[config.mk]
export PLATFORM = sky130hd
export DESIGN_NAME = serial_word_tx_flat
export DESIGN_NICKNAME = d
export VERILOG_FILES = /design/src/rtl/serial_word_tx_if.sv /design/src/rtl/serial_word_tx.sv /design/src/flat_wrapper.sv
export SDC_FILE = /design/constraint.sdc
export NUM_CORES = 1
export LEC_CHECK = 0
export BUFFER_PORTS_ARGS = -buffer_cell sky130_fd_sc_hd__buf_2
export CAP_MARGIN = 20
export CORE_ASPECT_RATIO = 0.6
export CORE_MARGIN = 2
export CORE_UTILIZATION = 35
export CTS_CLUSTER_SIZE = 12
export DETAILED_ROUTE_END_ITERATION = 16
export SYNTH_ARGS = -nofsm -noshare
export SYNTH_HDL_FRONTEND = slang
export SYNTH_SLANG_ARGS = --single-unit
export TNS_END_PERCENT = 1
[constraint.sdc]
create_clock -name clock -period 6.9 [get_ports clock]
set_clock_uncertainty 0.15 [all_clocks]
set_input_delay 0.69 -clock clock [delete_from_list [all_inputs] [get_ports clock]]
set_output_delay 0.69 -clock clock [all_outputs]
set_load 0.02 [all_outputs]
[src/rtl/serial_word_tx_if.sv]
// Word-in / bit-out port bundle for serial_word_tx.
// The master side supplies words; the slave side (the transmitter) drives the serial line.
`timescale 1ns/1ps
interface serial_word_tx_if #(
  parameter int SIZE = 24
);
  logic [SIZE-1:0] data;
  logic            load;
  logic            ready;
  logic            out;
  logic            valid;
  logic            last;
  logic            done;

  modport master (
    output data, load,
    input  ready, out, valid, last, done
  );

  modport slave (
    input  data, load,
    output ready, out, valid, last, done
  );
endinterface

[src/rtl/serial_word_tx.sv]
// Parallel-to-serial transmitter: SIZE-bit words go out LSB first, one bit per clock.
// A one-word holding register lets the next word follow with no idle cycle.
`timescale 1ns/1ps
module serial_word_tx #(
  parameter int SIZE = 24,
  parameter int GAP  = 0
) (
  input logic             clock,
  input logic             rst,
  serial_word_tx_if.slave bus
);
  localparam int                CNT_W    = $clog2(SIZE);
  localparam logic [CNT_W-1:0]  LAST_BIT = CNT_W'(SIZE - 1);
  localparam logic [7:0]        GAP_END  = 8'(GAP - 1);

  typedef enum logic [1:0] {ST_IDLE, ST_SHIFT, ST_GAP} state_e;

  state_e           state_q, state_d;
  logic [SIZE-1:0]  shift_q, shift_d;
  logic [SIZE-1:0]  hold_q, hold_d;
  logic             hold_full_q, hold_full_d;
  logic [CNT_W-1:0] bit_cnt_q, bit_cnt_d;
  logic [7:0]       gap_cnt_q, gap_cnt_d;
  logic             out_q, out_d;
  logic             valid_q, valid_d;
  logic             last_q, last_d;
  logic             done_q, done_d;
  logic             accept;
  logic             select_next;

  always_comb begin
    // NOTE: every signal gets a default before the case so no path leaves one unassigned (no latches).
    state_d     = state_q;
    shift_d     = shift_q;
    hold_d      = hold_q;
    hold_full_d = hold_full_q;
    bit_cnt_d   = bit_cnt_q;
    gap_cnt_d   = gap_cnt_q;
    done_d      = 1'b0;
    select_next = 1'b0;
    accept      = bus.load && !hold_full_q;

    case (state_q)
      ST_IDLE: begin
        if (accept) begin
          shift_d   = bus.data;
          bit_cnt_d = '0;
          state_d   = ST_SHIFT;
        end
      end
      ST_SHIFT: begin
        if (bit_cnt_q == LAST_BIT) begin
          done_d = 1'b1;
          if (GAP > 0) begin
            state_d   = ST_GAP;
            gap_cnt_d = '0;
          end else begin
            select_next = 1'b1;
          end
        end else begin
          shift_d   = shift_q >> 1;
          bit_cnt_d = bit_cnt_q + 1'b1;
        end
      end
      ST_GAP: begin
        if (gap_cnt_q == GAP_END) select_next = 1'b1;
        else                      gap_cnt_d   = gap_cnt_q + 8'd1;
      end
      default: state_d = ST_IDLE;
    endcase

    // A held word outranks a fresh load; a fresh load at a word boundary bypasses the hold.
    if (select_next) begin
      bit_cnt_d = '0;
      if (hold_full_q) begin
        shift_d     = hold_q;
        hold_full_d = 1'b0;
        state_d     = ST_SHIFT;
      end else if (accept) begin
        shift_d = bus.data;
        state_d = ST_SHIFT;
      end else begin
        state_d = ST_IDLE;
      end
    end else if (accept && state_q != ST_IDLE) begin
      hold_d      = bus.data;
      hold_full_d = 1'b1;
    end

    valid_d = (state_d == ST_SHIFT);
    out_d   = valid_d && shift_d[0];
    last_d  = valid_d && (bit_cnt_d == LAST_BIT);
  end

  // NOTE: synchronous reset inside the clocked block; state uses non-blocking assignments only.
  always_ff @(posedge clock) begin
    if (rst) begin
      state_q     <= ST_IDLE;
      hold_full_q <= 1'b0;
      bit_cnt_q   <= '0;
      gap_cnt_q   <= '0;
      out_q       <= 1'b0;
      valid_q     <= 1'b0;
      last_q      <= 1'b0;
      done_q      <= 1'b0;
    end else begin
      state_q     <= state_d;
      hold_full_q <= hold_full_d;
      bit_cnt_q   <= bit_cnt_d;
      gap_cnt_q   <= gap_cnt_d;
      out_q       <= out_d;
      valid_q     <= valid_d;
      last_q      <= last_d;
      done_q      <= done_d;
    end
  end

  // NOTE: word registers need no reset; they are only read while state/hold_full mark them live.
  always_ff @(posedge clock) begin
    shift_q <= shift_d;
    hold_q  <= hold_d;
  end

  assign bus.ready = !hold_full_q;
  assign bus.out   = out_q;
  assign bus.valid = valid_q;
  assign bus.last  = last_q;
  assign bus.done  = done_q;
endmodule

[src/flat_wrapper.sv]
// flat-port wrapper written by rule: the top's interface ports become plain ports
module serial_word_tx_flat 
#(
  parameter int SIZE = 24,
  parameter int GAP  = 0
)
  (clock, rst, bus_data, bus_load, bus_ready, bus_out, bus_valid, bus_last, bus_done);
  serial_word_tx_if #(.SIZE(SIZE)) bus_i ();
  input logic clock;
  input logic rst;
  input wire logic [$bits(bus_i.data)-1:0] bus_data;
  input wire logic [$bits(bus_i.load)-1:0] bus_load;
  output wire logic [$bits(bus_i.ready)-1:0] bus_ready;
  output wire logic [$bits(bus_i.out)-1:0] bus_out;
  output wire logic [$bits(bus_i.valid)-1:0] bus_valid;
  output wire logic [$bits(bus_i.last)-1:0] bus_last;
  output wire logic [$bits(bus_i.done)-1:0] bus_done;
  assign bus_i.data = bus_data;
  assign bus_i.load = bus_load;
  assign bus_ready = bus_i.ready;
  assign bus_out = bus_i.out;
  assign bus_valid = bus_i.valid;
  assign bus_last = bus_i.last;
  assign bus_done = bus_i.done;
  serial_word_tx #(.SIZE(SIZE), .GAP(GAP)) u_core (.clock(clock), .rst(rst), .bus(bus_i));
endmodule
==> impl_summary.log, run 1 <==
[metrics] ys async rst share: 0
[metrics] final clock period utilization by the worst path: 0.4803
[metrics] post-layout util: 0.4074
[metrics] capturing point of the worst reg2reg path: u_core.shift_q[2]$_DFF_P_
[metrics] number of unique standard cell types used by synthesis: 52
[metrics] number of cells produced by synthesis: 311
[metrics] number of levels in the clock H-tree: 3
[metrics] slowest cell on the critical path: sky130_fd_sc_hd__nand3_1
[metrics] Reg power frac: 0.432
[metrics] clock slew at reported path FFs: 50 ps
[metrics] power spent charging and discharging nets: 282.7 uW
[metrics] number of diodes: 0
[metrics] die width: 129.5 um
[metrics] final setup violation count: 0
[metrics] hold path depth: 2
[metrics] static leakage: 1.446 nW
[metrics] fin. max-slew vios: 0
[metrics] arrival time worst endpoint: 3380 ps
[metrics] sequential cell area fraction in the yosys report: 0.4841
[metrics] Setup Crit Path Kind: reg -> reg
[metrics] number of core rows: 27
[metrics] register-to-register path setup slack: 3590 ps
[metrics] CTS Buf Count: 9
[metrics] leading post-synthesis cells by cell area: sky130_fd_sc_hd__dfxtp_1 (27%), sky130_fd_sc_hd__edfxtp_1 (22%), sky130_fd_sc_hd__a221o_1 (6.7%)
[metrics] Iteration-0 DRC Markers: 313
[metrics] HPWL Detailed: 4769 um
[metrics] initial antenna violation count: 0
[metrics] Port Buffers: 31
[metrics] post-synth net total: 343
[metrics] cell taking the most area after synthesis: sky130_fd_sc_hd__dfxtp_1
[metrics] Yosys top cell area share: 0.2663
[metrics] sink count of the clock tree: 68
[metrics] Logic pwr share: 0.162
[metrics] clock insertion delay at the later pin of the skew report: 330 ps
[metrics] area of the mapped netlist: 0.003308 mm2
[metrics] CP Cell Sequence: ha_1 > nand4b_2 > a2bb2o_4 > nand3_1 > o22ai_1 > nor2_1
[metrics] wire length per cell after detailed routing: 17.07 um
[metrics] highest clock rate: 301.8 MHz
[metrics] FF-to-FF path depth: 6
[metrics] non-filler instance count after layout: 461
[metrics] via count of the first global-routing pass: 2,542
[metrics] path category of the worst min-delay check: reg -> reg
[metrics] Internal: 828.2 uW
[metrics] CP delay by family, top: simple AND/OR/NAND/NOR gates
[metrics] area enclosed by the die boundary: 0.01027 mm2
[metrics] capturing instance or port of the critical path: u_core.shift_q[2]$_DFF_P_
[metrics] tightest slew margin relative to the limit: 0.2518
[metrics] quantity of hold-fixing buffers added after cts: 0
[metrics] Clk Tree Root Cell: sky130_fd_sc_hd__clkbuf_16
[metrics] post-layout min period: 3314 ps
[metrics] Vias per Instance: 5.694
[metrics] count of flip-flops with a built-in enable after synthesis: 24
[metrics] wire length reported by the detailed router: 7869 um
[metrics] Final TNS setup: 0 ps
[metrics] pin count of the biggest net entering global routing: 32
[metrics] slew at the pin with the worst max-slew slack: 1122 ps
[metrics] Worst Hold Margin: 354.6 ps
[metrics] boundary pin count: 32
[metrics] worst setup timing slack at the placement stage: 3632 ps
[metrics] RePlAce Congestion: 0.7949
[metrics] maxcap violations: 0
[metrics] count of yosys warnings during synthesis: 0
[metrics] Reg-to-Reg Start: u_core.bit_cnt_q[0]$_SDFF_PP0_
[metrics] number of register bits inferred by synthesis: 68
[metrics] fraction of power consumed by the clock network: 0.406
[metrics] unrepaired setup endpoints after global routing: false
[metrics] run status: complete, no violations
[metrics] Core Box Area: 0.009189 mm2
[metrics] most instantiated flip-flop cell in the synthesis netlist: sky130_fd_sc_hd__dfxtp_1
[metrics] All-Layer GR Usage: 0.1629
[metrics] Routed met2 length: 3296 um
[metrics] largest stage delay on the critical path: 690 ps
[metrics] startpoint type of the worst setup path: flip-flop
[metrics] Switching Fraction: 0.2545
[metrics] most repeated cell in the gate-level netlist after synthesis: sky130_fd_sc_hd__dfxtp_1
[metrics] first-pass iteration count of the detailed router: 5
[metrics] power density over cell area: 296.7 mW/mm2
[metrics] launching instance or port of the critical path: u_core.bit_cnt_q[0]$_SDFF_PP0_
[metrics] starting density of the core: 0.3600
[metrics] Max IR drop VDD: 0.1360 mV
[metrics] highest layer used for signal routing: met4
[metrics] M1 WL: 3950 um
[metrics] Syn-to-layout area delta: 13.16%
[metrics] Setup Fix Bufs, Post-CTS: 0
[metrics] detailed-route via count: 2,625
[metrics] most frequent cells after synthesis: sky130_fd_sc_hd__dfxtp_1 (44), sky130_fd_sc_hd__nor2_1 (37), sky130_fd_sc_hd__and3_1 (24), sky130_fd_sc_hd__edfxtp_1 (24), sky130_fd_sc_hd__o22ai_1 (23)
[metrics] global-route wire length before repair: 12,950 um
[metrics] number of endpoints with negative hold slack in the final report: 0
[metrics] CP Data Required Time: 6960 ps
[metrics] Antenna Violating Nets Remaining: 0
[metrics] total stage count of the critical path: 6
[metrics] DRC viols: 0
[metrics] critical path peak fanout: 29
[metrics] floorplan die height: 79.31 um
[metrics] number of buffers and inverters on the critical path: 0
[metrics] Post-Synthesis Mean Instance Area: 10.64 um2
[metrics] Routed met3 length: 533 um
[metrics] fraction of final layout cells with drive strength greater than 1: 0.1843
[metrics] smallest setup slack after layout: 3586 ps
[metrics] CTS tree: built
[metrics] dpl cells: 445
[metrics] number of buffers on the longest clock path: 2
[metrics] total global routing overflow: 0
[metrics] NumNets Final: 358
[metrics] CP endpoint kind: flip-flop
[metrics] post_cts resized: 0
## state kept, by name (all words and copies together) (netlist names)
name	flops
u_core.hold_q	24
u_core.shift_q	24
u_core.gap_cnt_q	8
u_core.bit_cnt_q	5
u_core.state_q	2
u_core.bus.done	1
u_core.bus.last	1
u_core.bus.out	1
u_core.bus.valid	1
u_core.hold_full_q	1
## layer usage
metal	vias up	track usage
met5	-	0
met3	9	0.04987
met2	94	0.2226
li1	1249	-
met1	1273	0.2416
met4	0	0.05161
## per-stage QoR
stage | power [mW] | area (um2)
2_1_floorplan | 0.6241 | 3308
3_3_place_gp | 0.6588 | 3450
3_5_place_dp | 0.6632 | 3450
4_1_cts | 1.120 | 3744
5_1_grt | 1.167 | 3744
6_report | 1.111 | 3744
## worst reg2reg max path: stages, from the launching register on
cell and delay, ps:
sky130_fd_sc_hd__dfxtp_1 420, sky130_fd_sc_hd__ha_1 260, sky130_fd_sc_hd__nand4b_2 630, sky130_fd_sc_hd__a2bb2o_4 480, sky130_fd_sc_hd__nand3_1 690, sky130_fd_sc_hd__o22ai_1 460, sky130_fd_sc_hd__nor2_1 90
## kinds of logic after synthesis
kind of cell    Yosys count  synth area share
mux                       2          0.006052
compound gates           92            0.2379
simple gates            101            0.1683
buf+inv                  36           0.06618
flops                    68            0.4841
fa+ha+maj                 5           0.01891
xor+xnor                  7           0.01853
## layout make-up
type | count | area [um2]
Multi-Input combinational cell | 207 | 1493
Inverter | 8 | 30.03
Timing Repair Buffer | 32 | 162.7
Fill cell | 889 | 5445
Clock inverter | 5 | 51.30
Tap cell | 130 | 162.7
Sequential cell | 68 | 1602
Clock buffer | 11 | 242.7
## cell usage in the layout (no fill, tap or decap), types with 2 or more instances in the layout
| cell type | Yosys | layout |
|---|---|---|
| sky130_fd_sc_hd__dfxtp_1 | 44 | 44 |
| sky130_fd_sc_hd__clkinv_2 | 0 | 2 |
| sky130_fd_sc_hd__inv_1 | 7 | 7 |
| sky130_fd_sc_hd__a21oi_1 | 7 | 7 |
| sky130_fd_sc_hd__nor3_1 | 6 | 5 |
| sky130_fd_sc_hd__xnor2_1 | 2 | 2 |
| sky130_fd_sc_hd__xor2_1 | 5 | 5 |
| sky130_fd_sc_hd__and3_1 | 24 | 24 |
| sky130_fd_sc_hd__ha_1 | 5 | 5 |
| sky130_fd_sc_hd__nand4_1 | 2 | 2 |
| sky130_fd_sc_hd__a21boi_0 | 2 | 2 |
| sky130_fd_sc_hd__o32ai_1 | 22 | 22 |
| sky130_fd_sc_hd__o21ai_0 | 2 | 2 |
| sky130_fd_sc_hd__nand2b_1 | 3 | 3 |
| sky130_fd_sc_hd__buf_2 | 7 | 31 |
| sky130_fd_sc_hd__a221o_1 | 22 | 22 |
| sky130_fd_sc_hd__o22ai_1 | 23 | 23 |
| sky130_fd_sc_hd__nand3_1 | 10 | 10 |
| sky130_fd_sc_hd__nand2_1 | 6 | 6 |
| sky130_fd_sc_hd__clkbuf_16 | 0 | 9 |
| sky130_fd_sc_hd__nor4_2 | 2 | 2 |
| sky130_fd_sc_hd__mux2i_1 | 2 | 2 |
| sky130_fd_sc_hd__edfxtp_1 | 24 | 24 |
| sky130_fd_sc_hd__nor2_1 | 37 | 37 |
| sky130_fd_sc_hd__a211oi_1 | 2 | 2 |
## worst min path at each step
stage	from	slack, ps	end
after global placement	u_core.shift_q[0]$_DFF_P_	330	u_core.shift_q[0]$_DFF_P_
final	u_core.shift_q[0]$_DFF_P_	350	u_core.shift_q[0]$_DFF_P_
after detailed placement	u_core.hold_q[23]$_DFFE_PP_	340	u_core.shift_q[23]$_DFF_P_
after global routing	u_core.hold_q[23]$_DFFE_PP_	390	u_core.shift_q[23]$_DFF_P_
after floorplan	u_core.hold_q[23]$_DFFE_PP_	310	u_core.shift_q[23]$_DFF_P_
after CTS	u_core.hold_q[23]$_DFFE_PP_	360	u_core.shift_q[23]$_DFF_P_
## power by group through the flow
stage | combinational (mW) | clock [mW] | sequential [mW]
after global routing | 0.200 | 0.483 | 0.484
after floorplan | 0.142 | 0 | 0.482
final | 0.179 | 0.451 | 0.480
after global placement | 0.172 | 0 | 0.487
after detailed placement | 0.176 | 0 | 0.487
after CTS | 0.178 | 0.463 | 0.479
Power figures use the tool's default switching activity.
==> run 2: changes to the inputs <==
- clock period: 6.9 -> 2.9 ns (I/O delays scaled with it)
==> run 2 against run 1 <==
Compared with the run above: die area is the same; combinational power grew 140%; clock power grew 130%; first-iteration DRC count shrank 37%.
==> impl_summary.log, run 2 (synthesis results as in run 1) <==
[metrics] Max IR drop VDD: 0.3127 mV
[metrics] path category of the worst min-delay check: in -> reg
[metrics] number of endpoints with negative hold slack in the final report: 0
[metrics] power density over cell area: 691.0 mW/mm2
[metrics] boundary pin count: 32
[metrics] number of buffers on the longest clock path: 2
[metrics] Syn-to-layout area delta: 14.49%
[metrics] CP delay by family, top: buffers and inverters
[metrics] RePlAce Congestion: 0.8439
[metrics] slew at the pin with the worst max-slew slack: 750.5 ps
[metrics] largest stage delay on the critical path: 340 ps
[metrics] static leakage: 1.475 nW
[metrics] arrival time worst endpoint: 2200 ps
[metrics] highest clock rate: 427.7 MHz
[metrics] Core Box Area: 0.009189 mm2
[metrics] busiest grt layer: met1
[metrics] sink count of the clock tree: 68
[metrics] final setup violation count: 0
[metrics] NumNets Final: 366
[metrics] maxcap violations: 0
[metrics] wire length reported by the detailed router: 8286 um
[metrics] Reg power frac: 0.437
[metrics] area enclosed by the die boundary: 0.01027 mm2
[metrics] leading cell types in the layout, fill and taps excluded: sky130_fd_sc_hd__dfxtp_1 (44), sky130_fd_sc_hd__nor2_1 (37), sky130_fd_sc_hd__buf_2 (31)
[metrics] Final TNS setup: 0 ps
[metrics] fraction of power consumed by the clock network: 0.396
[metrics] CTS Buf Count: 9
[metrics] global-route wire length before repair: 13,000 um
[metrics] via count of the first global-routing pass: 2,477
[metrics] clock slew at reported path FFs: 50 ps
[metrics] total global routing overflow: 0
[metrics] detailed-route via count: 2,680
[metrics] power after layout: 2.617 mW
[metrics] pin count of the biggest net entering global routing: 28
[metrics] power spent charging and discharging nets: 672.7 uW
[metrics] post_cts resized: 0
[metrics] fraction of final layout cells with drive strength greater than 1: 0.1958
[metrics] largest registers: u_core.hold_q: 24 flops, u_core.shift_q: 24 flops, u_core.gap_cnt_q: 8 flops
[metrics] Switching Fraction: 0.2570
[metrics] instance area after placement: 0.003516 mm2
[metrics] post-layout util: 0.4122
[metrics] most common library cell in the layout ignoring fill and taps: sky130_fd_sc_hd__dfxtp_1
[metrics] wire length per cell after detailed routing: 17.74 um
[metrics] run status: complete, no violations
[metrics] CP Data Required Time: 2760 ps
[metrics] post-layout min period: 2338 ps
[metrics] clock insertion delay at the later pin of the skew report: 330 ps
[metrics] Setup Crit Path Kind: reg -> reg
[metrics] first-pass iteration count of the detailed router: 4
[metrics] die width: 129.5 um
[metrics] CP Cell Sequence: inv_1 > ha_1 > inv_2 > a2bb2o_4 > and2_4 > nor3_4 > buf_4
[metrics] startpoint type of the worst setup path: flip-flop
[metrics] Iteration-0 DRC Markers: 197
[metrics] number of buffers and inverters on the critical path: 3
[metrics] starting density of the core: 0.3600
[metrics] Vias per Instance: 5.739
[metrics] DRC viols: 0
[metrics] Setup Fix Bufs, Post-CTS: 0
[metrics] slowest cell on the critical path: sky130_fd_sc_hd__dfxtp_1
[metrics] number of levels in the clock H-tree: 3
[metrics] critical path peak fanout: 17
[metrics] met1 routing resource usage after global routing: 0.2443
[metrics] met2 usage in global routing: 0.2358
[metrics] fraction of met3 tracks used by global routing: 0.05054
[metrics] unrepaired setup endpoints after global routing: false
[metrics] tightest slew margin relative to the limit: 0.4989
[metrics] cell area after layout: 0.003787 mm2
[metrics] number of core rows: 27
[metrics] fin. max-slew vios: 0
[metrics] Port Buffers: 31
[metrics] floorplan die height: 79.31 um
[metrics] Antenna Violating Nets Remaining: 0
[metrics] quantity of hold-fixing buffers added after cts: 0
[metrics] CTS tree: built
[metrics] Logic pwr share: 0.167
[metrics] HPWL Detailed: 5221 um
[metrics] CP endpoint kind: flip-flop
[metrics] number of diodes: 0
[metrics] Filler Cells Inserted: 894
[metrics] Clk Tree Root Cell: sky130_fd_sc_hd__clkbuf_16
[metrics] initial antenna violation count: 0
[metrics] Internal: 1.944 mW
[metrics] All-Layer GR Usage: 0.1668
[metrics] final clock period utilization by the worst path: 0.8063
## run 2: power groups by stage
stage / registers [mW] / clock network (mW) / logic [mW]
2_1_floorplan: 1.15 / 0 / 0.339
3_3_place_gp: 1.16 / 0 / 0.422
3_5_place_dp: 1.16 / 0 / 0.432
4_1_cts: 1.14 / 1.05 / 0.436
5_1_grt: 1.15 / 1.10 / 0.483
6_report: 1.14 / 1.04 / 0.437
## run 2: layer usage
| metal | wire (um) | share of wire | vias to the layer above |
|---|---|---|---|
| met5 | 0 | 0 | - |
| met4 | 72 | 0.0087 | 0 |
| met3 | 624 | 0.075 | 11 |
| met2 | 3389 | 0.41 | 97 |
| met1 | 4200 | 0.51 | 1303 |
| li1 | - | - | 1269 |
## run 2: metrics by stage
stage / setup slack, ps / hold WS [ps] / cells
6_report: 561.7 / 13.78 / 467
2_1_floorplan: 243.4 / 238.9 / 311
3_3_place_gp: 647.1 / 341.1 / 453
4_1_cts: 543.5 / 6.932 / 467
5_1_grt: 425.8 / 2.622 / 467
3_5_place_dp: 550.4 / 329.5 / 453
## run 2: final timing paths
| check | cells past startpoint | to | slack (ps) | startpoint |
|---|---|---|---|---|
| worst max-delay path | 7 | u_core.hold_q[12]$_DFFE_PP_ | 560 | u_core.state_q[1]$_SDFF_PP0_ |
| worst min-delay path | 1 | u_core.hold_q[11]$_DFFE_PP_ | 10 | bus_data[11] |
| worst max register to register | 7 | u_core.hold_q[12]$_DFFE_PP_ | 560 | u_core.state_q[1]$_SDFF_PP0_ |
| worst min register to register | 2 | u_core.shift_q[23]$_DFF_P_ | 350 | u_core.hold_q[23]$_DFFE_PP_ |
## run 2: cell type report
type | instances | area [um2] | share of cell area
clock buffer | 10 | 229.0 | 0.06046
tap | 130 | 162.7 | 0.04295
sequential | 68 | 1602 | 0.4229
clock inverter | 4 | 42.54 | 0.01123
multi-input combinational | 207 | 1499 | 0.3958
inverter | 8 | 30.03 | 0.007929
timing repair buffer | 40 | 222.7 | 0.05880
==> run 3: changes to the inputs <==
- ABC_AREA: unset -> 1
- clock period: 2.9 -> 2.1 ns (I/O delays scaled with it)
==> run 3 against run 2 <==
Compared with the run above: synthesized cell count increased by 37%; hold slack improved by 200 ps; combinational power increased by 46%; total power increased by 54%; sequential share of layout area decreased by 4.4 points; highest routed layer unchanged.
==> impl_summary.log, run 3 <==
[metrics] slew at the pin with the worst max-slew slack: 749.4 ps
[metrics] hold path depth: 5
[metrics] Syn-to-layout area delta: 29.46%
[metrics] number of levels in the clock H-tree: 3
[metrics] Max IR drop VDD: 0.4535 mV
[metrics] number of buffers on the longest clock path: 2
[metrics] most frequent cells after synthesis: sky130_fd_sc_hd__nand2_1 (139), sky130_fd_sc_hd__dfxtp_1 (44), sky130_fd_sc_hd__inv_1 (43)
[metrics] static leakage: 1.858 nW
[metrics] detailed-route via count: 2,909
[metrics] first-pass iteration count of the detailed router: 4
[metrics] post-layout min period: 1968 ps
[metrics] total global routing overflow: 0
[metrics] highest clock rate: 508.1 MHz
[metrics] wire length reported by the detailed router: 8014 um
[metrics] FF-to-FF path depth: 6
[metrics] Setup Crit Path Kind: reg -> reg
[metrics] Iteration-0 DRC Markers: 186
[metrics] register-to-register path setup slack: 130 ps
[metrics] post-layout util: 0.4647
[metrics] clock insertion delay at the later pin of the skew report: 340 ps
[metrics] NumNets Final: 528
[metrics] leading post-synthesis cells by cell area: sky130_fd_sc_hd__dfxtp_1 (27%), sky130_fd_sc_hd__edfxtp_1 (22%), sky130_fd_sc_hd__nand2_1 (16%)
[metrics] power density over cell area: 950.2 mW/mm2
[metrics] number of core rows: 27
[metrics] most instantiated flip-flop cell in the synthesis netlist: sky130_fd_sc_hd__dfxtp_1
[metrics] global-route wire length before repair: 13,280 um
[metrics] All-Layer GR Usage: 0.1703
[metrics] area of the mapped netlist: 0.003274 mm2
[metrics] DRC viols: 0
[metrics] tightest slew margin relative to the limit: 0.4992
[metrics] sink count of the clock tree: 68
[metrics] number of endpoints with negative hold slack in the final report: 0
[metrics] startpoint type of the worst setup path: flip-flop
[metrics] leading cell types in the layout, fill and taps excluded: sky130_fd_sc_hd__nand2_1 (138), sky130_fd_sc_hd__dfxtp_1 (42), sky130_fd_sc_hd__inv_1 (41)
[metrics] pin count of the biggest net entering global routing: 25
[metrics] Port Buffers: 31
[metrics] wire length per cell after detailed routing: 12.99 um
[metrics] CTS Buf Count: 9
[metrics] initial antenna violation count: 0
[metrics] busiest grt layer: met2
[metrics] CTS tree: built
[metrics] most repeated cell in the gate-level netlist after synthesis: sky130_fd_sc_hd__nand2_1
[metrics] number of diodes: 0
[metrics] RePlAce Congestion: 0.7861
[metrics] clock slew at reported path FFs: 50 ps
[metrics] Setup Fix Bufs, Post-CTS: 0
[metrics] critical path peak fanout: 24
[metrics] via count of the first global-routing pass: 2,737
[metrics] unrepaired setup endpoints after global routing: false
[metrics] Core Box Area: 0.009121 mm2
[metrics] area enclosed by the die boundary: 0.01017 mm2
[metrics] Vias per Instance: 4.715
[metrics] number of register bits inferred by synthesis: 68
[metrics] Final TNS setup: 0 ps
[metrics] die width: 128.9 um
[metrics] fin. max-slew vios: 0
[metrics] sequential cell area fraction in the yosys report: 0.4891
[metrics] met2 usage in global routing: 0.2508
[metrics] path category of the worst min-delay check: in -> reg
[metrics] largest registers: u_core.hold_q: 24 flops, u_core.shift_q: 24 flops, u_core.gap_cnt_q: 8 flops
[metrics] count of yosys warnings during synthesis: 0
[metrics] fraction of met3 tracks used by global routing: 0.06469
[metrics] floorplan die height: 78.92 um
[metrics] CP endpoint kind: flip-flop
[metrics] fraction of final layout cells with drive strength greater than 1: 0.1836
[metrics] boundary pin count: 32
[metrics] final clock period utilization by the worst path: 0.9373
[metrics] ys async rst share: 0
[metrics] met1 routing resource usage after global routing: 0.2376
[metrics] Post-Synthesis Mean Instance Area: 7.704 um2
[metrics] cell taking the most area after synthesis: sky130_fd_sc_hd__dfxtp_1
[metrics] Antenna Violating Nets Remaining: 0
[metrics] starting density of the core: 0.3590
[metrics] Clk Tree Root Cell: sky130_fd_sc_hd__clkbuf_16
[metrics] run status: complete, no violations
[metrics] post-synth net total: 457
[metrics] Yosys top cell area share: 0.2690
[metrics] maxcap violations: 0
[metrics] HPWL Detailed: 5327 um
[metrics] number of unique standard cell types used by synthesis: 29
[metrics] final setup violation count: 0
[metrics] arrival time worst endpoint: 1780 ps
[metrics] count of flip-flops with a built-in enable after synthesis: 24
[metrics] number of cells produced by synthesis: 425
[metrics] most common library cell in the layout ignoring fill and taps: sky130_fd_sc_hd__nand2_1
[metrics] CP Data Required Time: 1910 ps
[run 3: final timing paths]
kind,startpoint,endpoint
hold reg to reg,u_core.gap_cnt_q[0]$_SDFFE_PP0P_,u_core.gap_cnt_q[0]$_SDFFE_PP0P_
setup reg to reg,u_core.gap_cnt_q[0]$_SDFFE_PP0P_,u_core.hold_q[17]$_DFFE_PP_
setup / recovery,u_core.gap_cnt_q[0]$_SDFFE_PP0P_,u_core.hold_q[17]$_DFFE_PP_
hold / removal,bus_load,u_core.hold_full_q$_SDFFE_PP0P_
[run 3: per-layer routing]
| layer | share of wire | routed length, um |
|---|---|---|
| met1 | 0.52 | 4166 |
| met2 | 0.42 | 3375 |
| met3 | 0.054 | 434 |
| met4 | 0.0046 | 37 |
| met5 | 0 | 0 |
[run 3: layout make-up]
| class | instances | area [um2] |
|---|---|---|
| Clock inverter | 4 | 95.09 |
| Timing Repair Buffer | 73 | 536.8 |
| Fill cell | 931 | 4882 |
| Clock buffer | 12 | 256.5 |
| Sequential cell | 68 | 1604 |
| Multi-Input combinational cell | 298 | 1423 |
| Tap cell | 116 | 145.1 |
| Inverter | 46 | 178.9 |
[run 3: kinds of logic after synthesis]
logic type,share of synthesized area
compound gates,0.1357
fa+ha+maj,0.01911
buf+inv,0.08100
flops,0.4891
simple gates,0.2751
[run 3: timing repair]
item                                    in CTS  in global routing
hold endpoints to repair                    27                  0
hold buffers                                25                  0
endpoints found under the setup margin       0                 49
resized for setup                            0                  9
[run 3: report_power, final]
part	switching, mW	internal, mW
clock network	0.555	1.22
logic	0.380	0.258
registers	0.0656	1.55
[run 3: through the flow]
step / area [um2] / std cells / hold WS (ps) / worst slack [ps] / power (mW)
final: 4239 / 617 / 212.5 / 131.8 / 4.028
after global routing: 4239 / 617 / 242.9 / 2.998 / 4.245
after floorplan: 3283 / 425 / 122.4 / 106.1 / 2.047
after detailed placement: 3617 / 576 / 255.0 / 37.71 / 2.236
after CTS: 4219 / 617 / 201.6 / 38.95 / 4.066
after global placement: 3617 / 576 / 251.8 / 73.52 / 2.212
[run 3: worst max-delay path, cell delays in order (launching register included)]
cell and delay [ps]:
sky130_fd_sc_hd__dfxtp_2 330, sky130_fd_sc_hd__ha_2 200, sky130_fd_sc_hd__nand2_1 60, sky130_fd_sc_hd__nor2_1 60
sky130_fd_sc_hd__nand3_2 120, sky130_fd_sc_hd__a21oi_4 80, sky130_fd_sc_hd__nor2_4 580
